<file path="config.mk">
export PLATFORM = sky130hd
export DESIGN_NAME = seq_ctrl
export DESIGN_NICKNAME = d
export VERILOG_FILES = /design/src/rtl/seq_ctrl.sv
export SDC_FILE = /design/constraint.sdc
export NUM_CORES = 1
export LEC_CHECK = 0
export CORE_MARGIN = 2
export CORE_UTILIZATION = 56
export DETAILED_ROUTE_END_ITERATION = 8
export PLACE_DENSITY = 0.95
export SETUP_SLACK_MARGIN = 0.15
export SYNTH_ARGS = -nofsm -noshare
export SYNTH_HDL_FRONTEND = slang
export SYNTH_SLANG_ARGS = --single-unit
</file>
<file path="constraint.sdc">
create_clock -name clk -period 5.7 [get_ports clk]
set_clock_uncertainty 0.1 [all_clocks]
set_input_delay 1.425 -clock clk [delete_from_list [all_inputs] [get_ports clk]]
set_output_delay 1.425 -clock clk [all_outputs]
set_load 0.1 [all_outputs]
</file>
<file path="src/rtl/seq_ctrl.sv">
// seq_ctrl: multi-cycle FETCH/DECODE/EXEC/MEM/WB sequencer for the 16-bit CPU.
// Ports: clk, rst_n (async low), instr, is_zero, mem_ready in; pc, ir,
//   regwrite, reg_dest, aluop, memtoreg, mem_req, memwrite, halted, err,
//   state out.
module seq_ctrl #(
    parameter logic [15:0] RESET_PC    = 16'h0000,
    parameter int          MEM_TIMEOUT = 15
) (
    input  logic        clk,
    input  logic        rst_n,
    input  logic [15:0] instr,
    input  logic        is_zero,
    input  logic        mem_ready,
    output logic [15:0] pc,
    output logic [15:0] ir,
    output logic        regwrite,
    output logic        reg_dest,
    output logic        aluop,
    output logic        memtoreg,
    output logic        mem_req,
    output logic        memwrite,
    output logic        halted,
    output logic        err,
    output logic [2:0]  state
);

    localparam logic [2:0] S_FETCH  = 3'd0;
    localparam logic [2:0] S_DECODE = 3'd1;
    localparam logic [2:0] S_EXEC   = 3'd2;
    localparam logic [2:0] S_MEM    = 3'd3;
    localparam logic [2:0] S_WB     = 3'd4;
    localparam logic [2:0] S_HALT   = 3'd5;

    localparam logic [2:0] OP_R    = 3'd0;
    localparam logic [2:0] OP_ADDI = 3'd1;
    localparam logic [2:0] OP_LW   = 3'd2;
    localparam logic [2:0] OP_SW   = 3'd3;
    localparam logic [2:0] OP_BEQ  = 3'd4;
    localparam logic [2:0] OP_J    = 3'd5;
    localparam logic [2:0] OP_NOP  = 3'd6;
    localparam logic [2:0] OP_HALT = 3'd7;

    // Counter value seen on the last MEM cycle allowed before faulting.
    localparam logic [7:0] WAIT_LAST = 8'(MEM_TIMEOUT - 1);

    logic [2:0]  opcode;
    logic [15:0] pc_inc;
    logic [15:0] br_off;
    logic [7:0]  wait_cnt;
    logic [2:0]  next_state;
    logic [15:0] next_pc;
    logic        set_err;
    logic        imm_op;

    assign opcode = ir[15:13];
    assign pc_inc = pc + 16'd1;
    assign br_off = {{9{ir[6]}}, ir[6:0]};
    assign imm_op = (opcode == OP_ADDI) || (opcode == OP_LW) ||
                    (opcode == OP_SW);

    always_comb begin
        next_state = state;
        next_pc    = pc;
        set_err    = 1'b0;
        case (state)
            S_FETCH: next_state = S_DECODE;
            S_DECODE: begin
                case (opcode)
                    OP_J: begin
                        next_pc    = {pc[15:13], ir[12:0]};
                        next_state = S_FETCH;
                    end
                    OP_NOP: begin
                        next_pc    = pc_inc;
                        next_state = S_FETCH;
                    end
                    OP_HALT: next_state = S_HALT;
                    default: next_state = S_EXEC;
                endcase
            end
            S_EXEC: begin
                case (opcode)
                    OP_R, OP_ADDI: next_state = S_WB;
                    OP_LW, OP_SW:  next_state = S_MEM;
                    OP_BEQ: begin
                        next_pc    = is_zero ? pc_inc + br_off : pc_inc;
                        next_state = S_FETCH;
                    end
                    default: next_state = S_FETCH;
                endcase
            end
            S_MEM: begin
                if (mem_ready) begin
                    if (opcode == OP_SW) begin
                        next_pc    = pc_inc;
                        next_state = S_FETCH;
                    end else begin
                        next_state = S_WB;
                    end
                end else if (wait_cnt == WAIT_LAST) begin
                    next_state = S_HALT;
                    set_err    = 1'b1;
                end
            end
            S_WB: begin
                next_pc    = pc_inc;
                next_state = S_FETCH;
            end
            S_HALT: next_state = S_HALT;
            default: begin
                next_state = S_HALT;
                set_err    = 1'b1;
            end
        endcase
    end

    always_ff @(posedge clk or negedge rst_n) begin
        if (!rst_n) begin
            state    <= S_FETCH;
            pc       <= RESET_PC;
            ir       <= 16'h0000;
            wait_cnt <= 8'd0;
            err      <= 1'b0;
        end else begin
            state <= next_state;
            pc    <= next_pc;
            err   <= err | set_err;
            if (state == S_FETCH) begin
                ir <= instr;
            end
            // Held at zero outside MEM so every MEM entry starts from 0.
            if (state != S_MEM) begin
                wait_cnt <= 8'd0;
            end else if (!mem_ready) begin
                wait_cnt <= wait_cnt + 8'd1;
            end
        end
    end

    always_comb begin
        regwrite = 1'b0;
        reg_dest = 1'b0;
        aluop    = 1'b0;
        memtoreg = 1'b0;
        mem_req  = 1'b0;
        memwrite = 1'b0;
        case (state)
            S_EXEC: aluop = imm_op;
            S_MEM: begin
                mem_req  = 1'b1;
                aluop    = 1'b1;
                memwrite = (opcode == OP_SW);
            end
            S_WB: begin
                regwrite = 1'b1;
                reg_dest = (opcode == OP_R);
                memtoreg = (opcode == OP_LW);
                aluop    = imm_op;
            end
            default: ;
        endcase
    end

    assign halted = (state == S_HALT);

endmodule

</file>
After elaboration in Yosys (flattened, before gate mapping)

Index checks and enable logic that the tools add are counted.

Output and inout port bits: 43
Bits in registers: 44

Muxes and demuxes: 23
$add $sub $neg: 3
Bitwise logic cells: 1
Equality and inequality tests: 22
Reduce and logical (&&, ||, !) cells: 12

Operators with widths:

| kind                                          | number |
|---|---|
| 2-to-1 mux 16 bit                             | 4 |
| one-hot mux 16 bit (4 select lines)           | 1 |
| one-hot mux 16 bit (2 select lines)           | 1 |
| == test 3 bit, second input constant          | 6 |
| adder 16 x 1 -> 16 bit, second input constant | 1 |
| adder 16 bit                                  | 1 |
| 2-to-1 mux 8 bit                              | 2 |
| one-hot mux 3 bit (5 select lines)            | 1 |
| == test 3 x 2 -> 1 bit, second input constant | 4 |
| one-hot mux 3 bit (2 select lines)            | 2 |
| 2-to-1 mux 3 bit                              | 3 |
| adder 8 x 1 -> 8 bit, second input constant   | 1 |
| == test 8 x 4 -> 1 bit, second input constant | 1 |
| != test 2 bit, second input constant          | 4 |
| OR reduction 2 bit                            | 4 |
| 2-to-1 mux 1 bit                              | 7 |
| == test 3 x 1 -> 1 bit, second input constant | 2 |
| zero test 3 bit                               | 2 |
| != test 3 bit, second input constant          | 2 |
| AND reduction 6 bit                           | 1 |
| AND reduction 5 bit                           | 1 |
| OR reduction 5 bit                            | 1 |
| != test 2 x 1 -> 1 bit, second input constant | 2 |
| one-hot mux 1 bit (2 select lines)            | 2 |
| 4 further kinds                               | 5 |

Logic depth before layout (Yosys ltp)

Gate-level depths: netlist of the first run.

Depth after elaboration: 5
Depth in mapped cells: 14

Least setup slack after synthesis of the first run

OpenSTA, ideal clock, no wires.

Kind: reg-to-output
Start: reg state[2]
End: out memtoreg
Setup slack: -0.337 ns
Cell stages (with the launch flop): 4
Data required time: 4.175 ns
Buffers on the path: 0
Arrival: 4.512 ns
Path through: dfrtp_1 > nor2b_1 > nand2b_1 > nor4b_1

Longest elaborated chain between the ends: 2

Ends and longest elaborated chain:

| what                   | RTL line | text |
|---|---|---|
| start, declared        | 24       | `output logic [2:0] state` |
| start signal, assigned | 125      | `state <= next_state;` |
| == test 3 bit          | 147      | `case (state)` |
| 2-to-1 mux 1 bit       | 147      |  |
| end, declared          | 19       | `output logic memtoreg,` |

Every way passes these cells.

Final worst setup path of the first run

Same ends and word-level chain as after synthesis.

==> metrics.cfg, run 1 <==
[run]
drv_cap=0

[timing]
tightest_slew_ns=1.12
finalSetupViolCount=0
period_share_pct=76.2
fmax_mhz=230
hold_viol=0
fin_tns_setup_ns=0
hold_ws_ns=0.412
slew_headroom_pct=25.2
final_max_slew_viol_count=0
period_minus_slack_ns=4.34
grt_setup_unrepaired=no

[yosys]
yosys-top-cells-area=dfrtp_1 (33%), ha_1 (7.9%), mux2_2 (5.4%)
synth_edf_count=0
synth_seq_cells=44
ys_types=60
yosys.area.top_type=dfrtp_1
syn_avg_cell_area_sq_um=9.12
ys_warn_count=0
syn-cell-area_sq_mm=0.00331
ys_seq_area_share_pct=33.2
netlist_instances=363
synth_nets=405
async_reset_ff_share_pct=100
yosysTopAreaCellShare_pct=33.2
synth_ff_type=dfrtp_1

[grt]
grt_pass1_wl_microns=14000
antenna_found_initial=0
first_global_vias=2904
overflow=0
grt_use_total_pct=27.7
grt_max_degree=45

[floorplanning]
dieHeight_microns=80.9
io_pins=63
rows=28
start_util_pct=56.9
coreArea_sq_mm=0.00582
die-area_sq_mm=0.00655
chipWidth_microns=80.9

[drt]
drc=0
drtAntennaViolNets=0
drt_iter0_drc=288
wl_microns=8480
avgViaCountPerCell=6.28
post_drt_wl_per_cell_microns=17.2
drtPass1Iterations=5
vias=3102

[hold_path]
hold_class=register to register
hold_start=err$_DFF_PN0_

[clocking]
cts.clk_slew.worst_paths_ns=0.08
cts_hold_buf=0
cts-root-buf=clkbuf_8
clkLatencyLatePin_ns=0.30
cts_resized=0
post-cts-setup-buffer-count=0
cts_max_level=2
cts_inserted_buffers=5
cts_tree=built
cts_sinks=44
cts_buffer_depth=2

[layout]
multiInputGateArea_sq_mm=0.00214
drive_gt1_share_pct=10.3
nets=461
final_common_cell=clkdlybuf4s50_1
antennaDiodeCount=0
fillers=441
finalInstanceArea_sq_mm=0.00406
regArea_sq_mm=0.00110
area_growth_pct=22.7
layout_common_cells=clkdlybuf4s50_1 (61), dfrtp_1 (44), nor2_1 (40)

[critical_path]
cp.arrival_ns=2.82
crit_fanout=15
crit_required_ns=4.18
critPathLaunchType=register
worstReg2RegStart=pc[1]$_DFFE_PN0P_
crit_path_start=state[2]$_DFFE_PN0P_
path_class=register to output pin
end_kind=output pin

[run_status]
status=completed

[placed_design]
place_congestion=0.946
hpwlAfterDp_microns=6030
post_dp_cell_area_sq_mm=0.00398
io_buffers=62

[registers in the layout, indices dropped and copies added, names as in the netlist]
| signal | cells |
|---|---|
| ir | 16 |
| err | 1 |
| pc | 16 |
| wait_cnt | 8 |
| state | 3 |
[cell usage after synthesis (all sizes together) (4+ instances only)]
cell    count
clkbuf      9
xnor2      18
a222oi      7
inv         5
nand3      14
o21ai      22
nor2       40
a21oi      22
nor3b       4
a31oi       5
and3        9
a21o        6
dfrtp      44
o211ai      5
nand2      33
nor3        5
buf         6
nand4       4
nor2b       7
ha         21
xor2       15
mux2       16
[critical path: stages, from the launching register on]
cell             delay, ns
dfrtp_1               0.58
nor2b_1               0.28
nand2b_1              0.23
nor4b_2               0.26
clkdlybuf4s50_1       1.17
[cell type report]
class                      instances  share of cell area (%)
tap                               75                    2.31
timing repair buffer              64                    15.5
clock buffer                       5                    1.69
multi-input combinational        299                    52.6
clock inverter                     2                   0.308
inverter                           5                   0.462
sequential                        44                    27.1
[layer usage]
layer	vias to the layer above	global-route usage [%]	part of all wire [%]
met5	-	0	0
met3	21	5.00	7.0
li1	1441	-	-
met1	1494	37.1	40
met2	146	44.7	50
met4	0	10.7	2.5
[path summary, 6_finish.rpt]
kind                                   endpoint  slack, ns  cells after the start
setup / recovery                       memtoreg       1.36                      4
max in group asynchronous  state[2]$_DFFE_PN0P_       3.72                      1
min in group asynchronous    pc[14]$_DFFE_PN0P_       1.18                      1
setup reg to reg             pc[15]$_DFFE_PN0P_       2.05                     14
hold / removal                    err$_DFF_PN0_       0.41                      1
hold reg to reg                   err$_DFF_PN0_       0.41                      1
[cell families after synthesis]
family / after synthesis / synth area share [%]
and+or+nand+nor: 135 / 20.8
AOI/OAI and AO/OA: 93 / 20.2
DFF: 44 / 33.2
xor gates and xnor gates: 33 / 9.18
adders and majority gates: 22 / 8.54
buffers and inverters: 20 / 2.61
muxes: 16 / 5.44
[metrics by stage]
step,utilization (%),cells,setup slack [ns]
3_5_place_dp,68.5,487,1.72
4_1_cts,69.9,494,1.39
3_3_place_gp,68.5,487,1.82
5_1_grt,69.9,494,1.23
6_report,69.9,494,1.36
2_1_floorplan,-,363,1.05
Power of run 1 is not shown: default switching activity piles up to over one toggle a cycle in this logic, so the estimate is an artifact.
==> run 2, diff against run 1 <==
- CORE_UTILIZATION: 56 -> 48
- PLACE_DENSITY: 0.95 -> 0.88
- clock period: 5.7 -> 3.58 ns (I/O delays scaled with it)
==> run 2 against run 1 <==
  * Global-route usage is 4.4 points lower
  * Routed wire length up 1.1%
  * Die area increased by 16%
  * Register-to-register slack got worse by 1.7 ns
  * First-iteration DRC count fell by 15%
  * Critical path type is now register to register
  * Critical endpoint is now pc[15]$_DFFE_PN0P_
  * Highest routed layer unchanged
==> metrics.cfg, run 2 (synthesis results as in run 1) <==
[drt]
wl_microns=8570  ; +1.1%
drc=0  ; unchanged
post_drt_wl_per_cell_microns=16.9  ; -1.3%
drtPass1Iterations=6  ; +1
vias=3069  ; -1.1%
drt_iter0_drc=246  ; -15%
drtAntennaViolNets=0  ; unchanged
avgViaCountPerCell=6.07  ; -3.4%

[clocking]
cts_tree=built
cts_inserted_buffers=5  ; unchanged
cts_sinks=44  ; unchanged
clkLatencyLatePin_ns=0.31  ; about the same
cts-root-buf=clkbuf_8
cts_max_level=2  ; unchanged
cts_buffer_depth=2  ; unchanged
cts.clk_slew.worst_paths_ns=0.09  ; about the same

[placed_design]
place_congestion=0.886  ; -6.4%
hpwlAfterDp_microns=6070  ; +0.70%
io_buffers=62  ; unchanged
post_dp_cell_area_sq_mm=0.00396  ; -0.53%
dp_slack_ns=0.287  ; -1.43 ns

[timing]
fin_tns_setup_ns=0  ; unchanged
final_max_slew_viol_count=0  ; unchanged
grt_setup_unrepaired=no
slew_headroom_pct=33.2  ; +7.9 points
tightest_slew_ns=1.00  ; -0.115 ns
fmax_mhz=312
hold_viol=0  ; unchanged
finalSetupViolCount=0  ; unchanged
period_share_pct=89.4
setup_ws_ns=0.379  ; -0.980 ns
period_minus_slack_ns=3.20

[critical_path]
cpMaxStageDelayCell=dfrtp_4
cp.arrival_ns=3.31  ; +0.49 ns
path_class=register to register
r2r_cells=13  ; -1
cp_num_buf_inv=0  ; -1
critPathLaunchType=register
cp_num_cells=13  ; +9
crit_required_ns=3.69  ; -0.49 ns
critPathMaxStageDelay_ns=0.45  ; -0.72 ns
crit_fanout=5  ; -10
end_kind=register
path_cells=ha_2 > and3_4 > nand2_1 > or3_1 > nand2_1 > ha_1 > a21oi_1 > o21ai_1 > a21oi_1 > o31ai_4 > xor2_2 > a41oi_1 > o211a_1
path_delay_family=compound AO/OA/AOI/OAI gates

[layout]
layout_common_cells=buf_4 (51), nor2_1 (38), dfrtp_1 (35)
post-route-util_pct=61.7  ; -8.1 points
area_growth_pct=25.2
antennaDiodeCount=0  ; unchanged
regArea_sq_mm=0.00112  ; +1.5%
final_common_cell=buf_4
finalInstanceArea_sq_mm=0.00415  ; +2.1%
reg_top3=ir x16, pc x16, wait_cnt x8
fillers=554  ; +26%
multiInputGateArea_sq_mm=0.00222  ; +3.9%
drive_gt1_share_pct=25.8  ; +16 points
nets=467  ; +1.3%

[run_status]
status=completed

[floorplanning]
die-area_sq_mm=0.00758  ; +16%
start_util_pct=49.3  ; -7.7 points
dieHeight_microns=87.1  ; +7.6%
coreArea_sq_mm=0.00672  ; +16%
rows=30  ; +7.1%
chipWidth_microns=87.1  ; +7.6%
io_pins=63  ; unchanged

[run]
drv_cap=0  ; unchanged

[grt]
first_global_vias=2858  ; -1.6%
grt_max_degree=45  ; unchanged
antenna_found_initial=0  ; unchanged
grt_use_total_pct=23.3  ; -4.4 points
overflow=0  ; unchanged
grt_pass1_wl_microns=14000  ; -0.49%

[hold_path]
hold_path_depth=1  ; unchanged
hold_class=register to register

[run 2: final cells by class]
cell class | instances | area share [%]
clock buffer | 6 | 1.99
clock inverter | 2 | 0.935
inverter | 5 | 0.453
multi-input combinational | 299 | 53.6
sequential | 44 | 26.9
tap | 80 | 2.41
timing repair buffer | 70 | 13.7
[run 2: routing by layer]
layer	GRT usage, %	share of wire, %
met1	30.8	43
met2	38.8	49
met3	3.70	5.9
met4	7.81	2.0
met5	0	0
[run 2: path summary, 6_finish.rpt]
path,start,to,slack [ns]
min,err$_DFF_PN0_,err$_DFF_PN0_,0.40
max reg2reg,pc[1]$_DFFE_PN0P_,pc[15]$_DFFE_PN0P_,0.38
max in group asynchronous,rst_n,pc[0]$_DFFE_PN0P_,1.99
min reg2reg,err$_DFF_PN0_,err$_DFF_PN0_,0.40
min in group asynchronous,rst_n,ir[13]$_DFFE_PN0P_,0.65
max,pc[1]$_DFFE_PN0P_,pc[15]$_DFFE_PN0P_,0.38
[run 2: worst reg2reg max path: cells and delay by family, from the launching register on]
| family | cells | cell delay, ns |
|---|---|---|
| xor+xnor | 1 | 0.19 |
| fa+ha+maj | 2 | 0.49 |
| flops | 1 | 0.45 |
| simple gates | 4 | 0.85 |
| compound gates | 6 | 1.03 |
[run 2: per-stage QoR]
stage | std cells | hold WS, ns
floorplan | 363 | 0.405
global placement | 495 | 0.374
detailed placement | 495 | 0.371
CTS | 503 | 0.397
global route | 506 | 0.450
finish | 506 | 0.395
[run 2: timing repair]
action | in CTS | in global routing
resized for setup | 0 | 9
hold buffers | 0 | 0
endpoints found under the setup margin | 0 | 2
setup buffers | 0 | 3
Power of run 2 is left out for the same reason.
==> run 3, diff against run 2 <==
- CELL_PAD_IN_SITES_DETAIL_PLACEMENT: unset -> 1
- CELL_PAD_IN_SITES_GLOBAL_PLACEMENT: unset -> 1
- CORE_MARGIN: 2 -> unset
- CORE_UTILIZATION: 48 -> 36
- GPL_TIMING_DRIVEN: unset -> 0
- PLACE_DENSITY: 0.88 -> 0.87
==> run 3 against run 2 <==
  * The flow now finishes with violations (DRC)
  * Critical endpoint is now pc[14]$_DFFE_PN0P_
  * Critical path depth rose by 1
  * Core utilization is 13 points lower
  * Die area is 26% higher
  * Flip-flop and latch count is the same
  * Register-to-register slack got worse by 0.20 ns
==> metrics.cfg, run 3 (synthesis results as in run 1) <==
[critical_path]
crit_fanout=7  ; +2
crit_path_start=pc[0]$_DFFE_PN0P_
cp.arrival_ns=3.49  ; +0.18 ns
path_class=register to register
critPathLaunchType=register
end_kind=register
worstReg2RegStart=pc[0]$_DFFE_PN0P_
crit_required_ns=3.67  ; -0.02 ns

[hold_path]
hold_start=err$_DFF_PN0_
hold_class=register to register

[timing]
finalSetupViolCount=0  ; unchanged
tightest_slew_ns=0.991  ; -0.0113 ns
final_max_slew_viol_count=0  ; unchanged
fmax_mhz=294  ; -6.0%
fin_tns_setup_ns=0  ; unchanged
grt_setup_unrepaired=yes
period_share_pct=95.1  ; +5.7 points
slew_headroom_pct=33.7  ; +0.55 points
hold_viol=0  ; unchanged
period_minus_slack_ns=3.40  ; +0.203 ns

[floorplanning]
dieHeight_microns=97.9  ; +12%
start_util_pct=37.6  ; -12 points
rows=34  ; +13%
die-area_sq_mm=0.00959  ; +26%
io_pins=63  ; unchanged
coreArea_sq_mm=0.00881  ; +31%
chipWidth_microns=97.9  ; +12%

[clocking]
cts_tree=built
cts_max_level=2  ; unchanged
clkLatencyLatePin_ns=0.31  ; about the same
cts-root-buf=clkbuf_8
cts_buffer_depth=2  ; unchanged
cts_hold_buf=0  ; unchanged
cts_inserted_buffers=5  ; unchanged
cts.clk_slew.worst_paths_ns=0.09  ; about the same
cts_sinks=44  ; unchanged

[layout]
antennaDiodeCount=0  ; unchanged
post-route-util_pct=49.1  ; -13 points
reg_top3=ir x16, pc x16, wait_cnt x8
final_common_cell=clkdlybuf4s50_1
nets=476  ; +1.9%
layout_common_cells=clkdlybuf4s50_1 (52), nor2_1 (38), dfrtp_1 (35)
finalNonFillerCells=543  ; +7.3%
fillers=1017  ; +84%
drive_gt1_share_pct=17.0  ; -8.8 points
finalInstanceArea_sq_mm=0.00432  ; +4.3%
area_growth_pct=30.5

[drt]
drtPass1Iterations=7  ; +1
wl_met1_microns=4630  ; +25%
drtAntennaViolNets=0  ; unchanged
drt_iter0_drc=149  ; -39%
drc=5  ; +5
avgViaCountPerCell=5.80  ; -4.4%
wl_microns=10500  ; +23%
topRoutingLayerUsed=met4
vias=3147  ; +2.5%
post_drt_wl_per_cell_microns=19.4  ; +14%
wl_met3_microns=408  ; -19%
dr_wl_met2_microns=5350  ; +28%

[placed_design]
io_buffers=61  ; -1.6%
numPlacedInstances=533  ; +7.7%
post_dp_cell_area_sq_mm=0.00414  ; +4.6%
place_congestion=0.872  ; -1.5%
hpwlAfterDp_microns=7710  ; +27%

[grt]
first_global_vias=3450  ; +21%
antenna_found_initial=0  ; unchanged
grt_use_total_pct=22.8  ; -0.50 points
overflow=0  ; unchanged
grt_pass1_wl_microns=17500  ; +25%
grt_max_degree=26  ; -42%

[run]
drv_cap=0  ; unchanged

[run_status]
status=finished, violations left
violations=DRC

==> run 3: changes by cell type in the layout (fill, tap and decap cells not counted), moves of 2 or more <==
cell             change
buf_4               -49
buf_2                +6
clkbuf_2             +3
clkdlybuf4s50_1     +34
clkbuf_1             +8
dlymetal6s2s_1       +2
dlygate4sd2_1        +3
==> run 3: metrics by stage <==
stage	worst slack [ns]	hold WS, ns
5_1_grt	-0.0176	0.456
6_report	0.176	0.432
4_1_cts	0.106	0.438
2_1_floorplan	0.168	0.405
3_5_place_dp	0.0456	0.415
3_3_place_gp	-0.116	0.376
==> run 3: timing repair <==
item / in CTS / in global routing
gates resized for setup: 10 / 17
setup endpoints to repair: 8 / 8
gates cloned: 0 / 0
pin swaps: 1 / 5
setup buffers: 0 / 2
==> run 3: critical path: stages, from the launching register on <==
cell     delay (ns)
dfrtp_4        0.47
ha_4           0.17
and3_4         0.21
nand2_1        0.12
nor2_4         0.17
nand3_1        0.14
xnor2_2        0.31
ha_4           0.28
and3_1         0.18
a221o_1        0.37
a31oi_1        0.14
o21ai_0        0.14
a21oi_1        0.22
xor2_1         0.17
o21ai_0        0.10
==> run 3: layer usage <==
metal	vias to the layer above	GRT usage, %
met4	0	7.58
met2	73	40.0
li1	1470	-
met5	-	0
met3	13	3.29
met1	1591	28.7
==> run 3: area by class of cell <==
cell class                      instances  area (sq um)  share of cell area [%]
Clock buffer                            5          68.8                    1.59
Clock inverter                          3          46.3                    1.07
Timing Repair Buffer                   64           627                    14.5
Multi-Input combinational cell        299          2240                    51.9
Inverter                                5          18.8                   0.434
Sequential cell                        44          1120                    25.8
Tap cell                              108           135                    3.13
Buffer                                 15          67.6                    1.56
==> run 3: worst paths after layout <==
check	to	slack, ns	cells past startpoint
max	pc[14]$_DFFE_PN0P_	0.18	14
min	err$_DFF_PN0_	0.43	1
max reg2reg	pc[14]$_DFFE_PN0P_	0.18	14
min reg2reg	err$_DFF_PN0_	0.43	1
max in group asynchronous	pc[6]$_DFFE_PN0P_	2.38	2
min in group asynchronous	wait_cnt[6]$_DFFE_PN0P_	0.45	1
Power of run 3 is left out for the same reason.
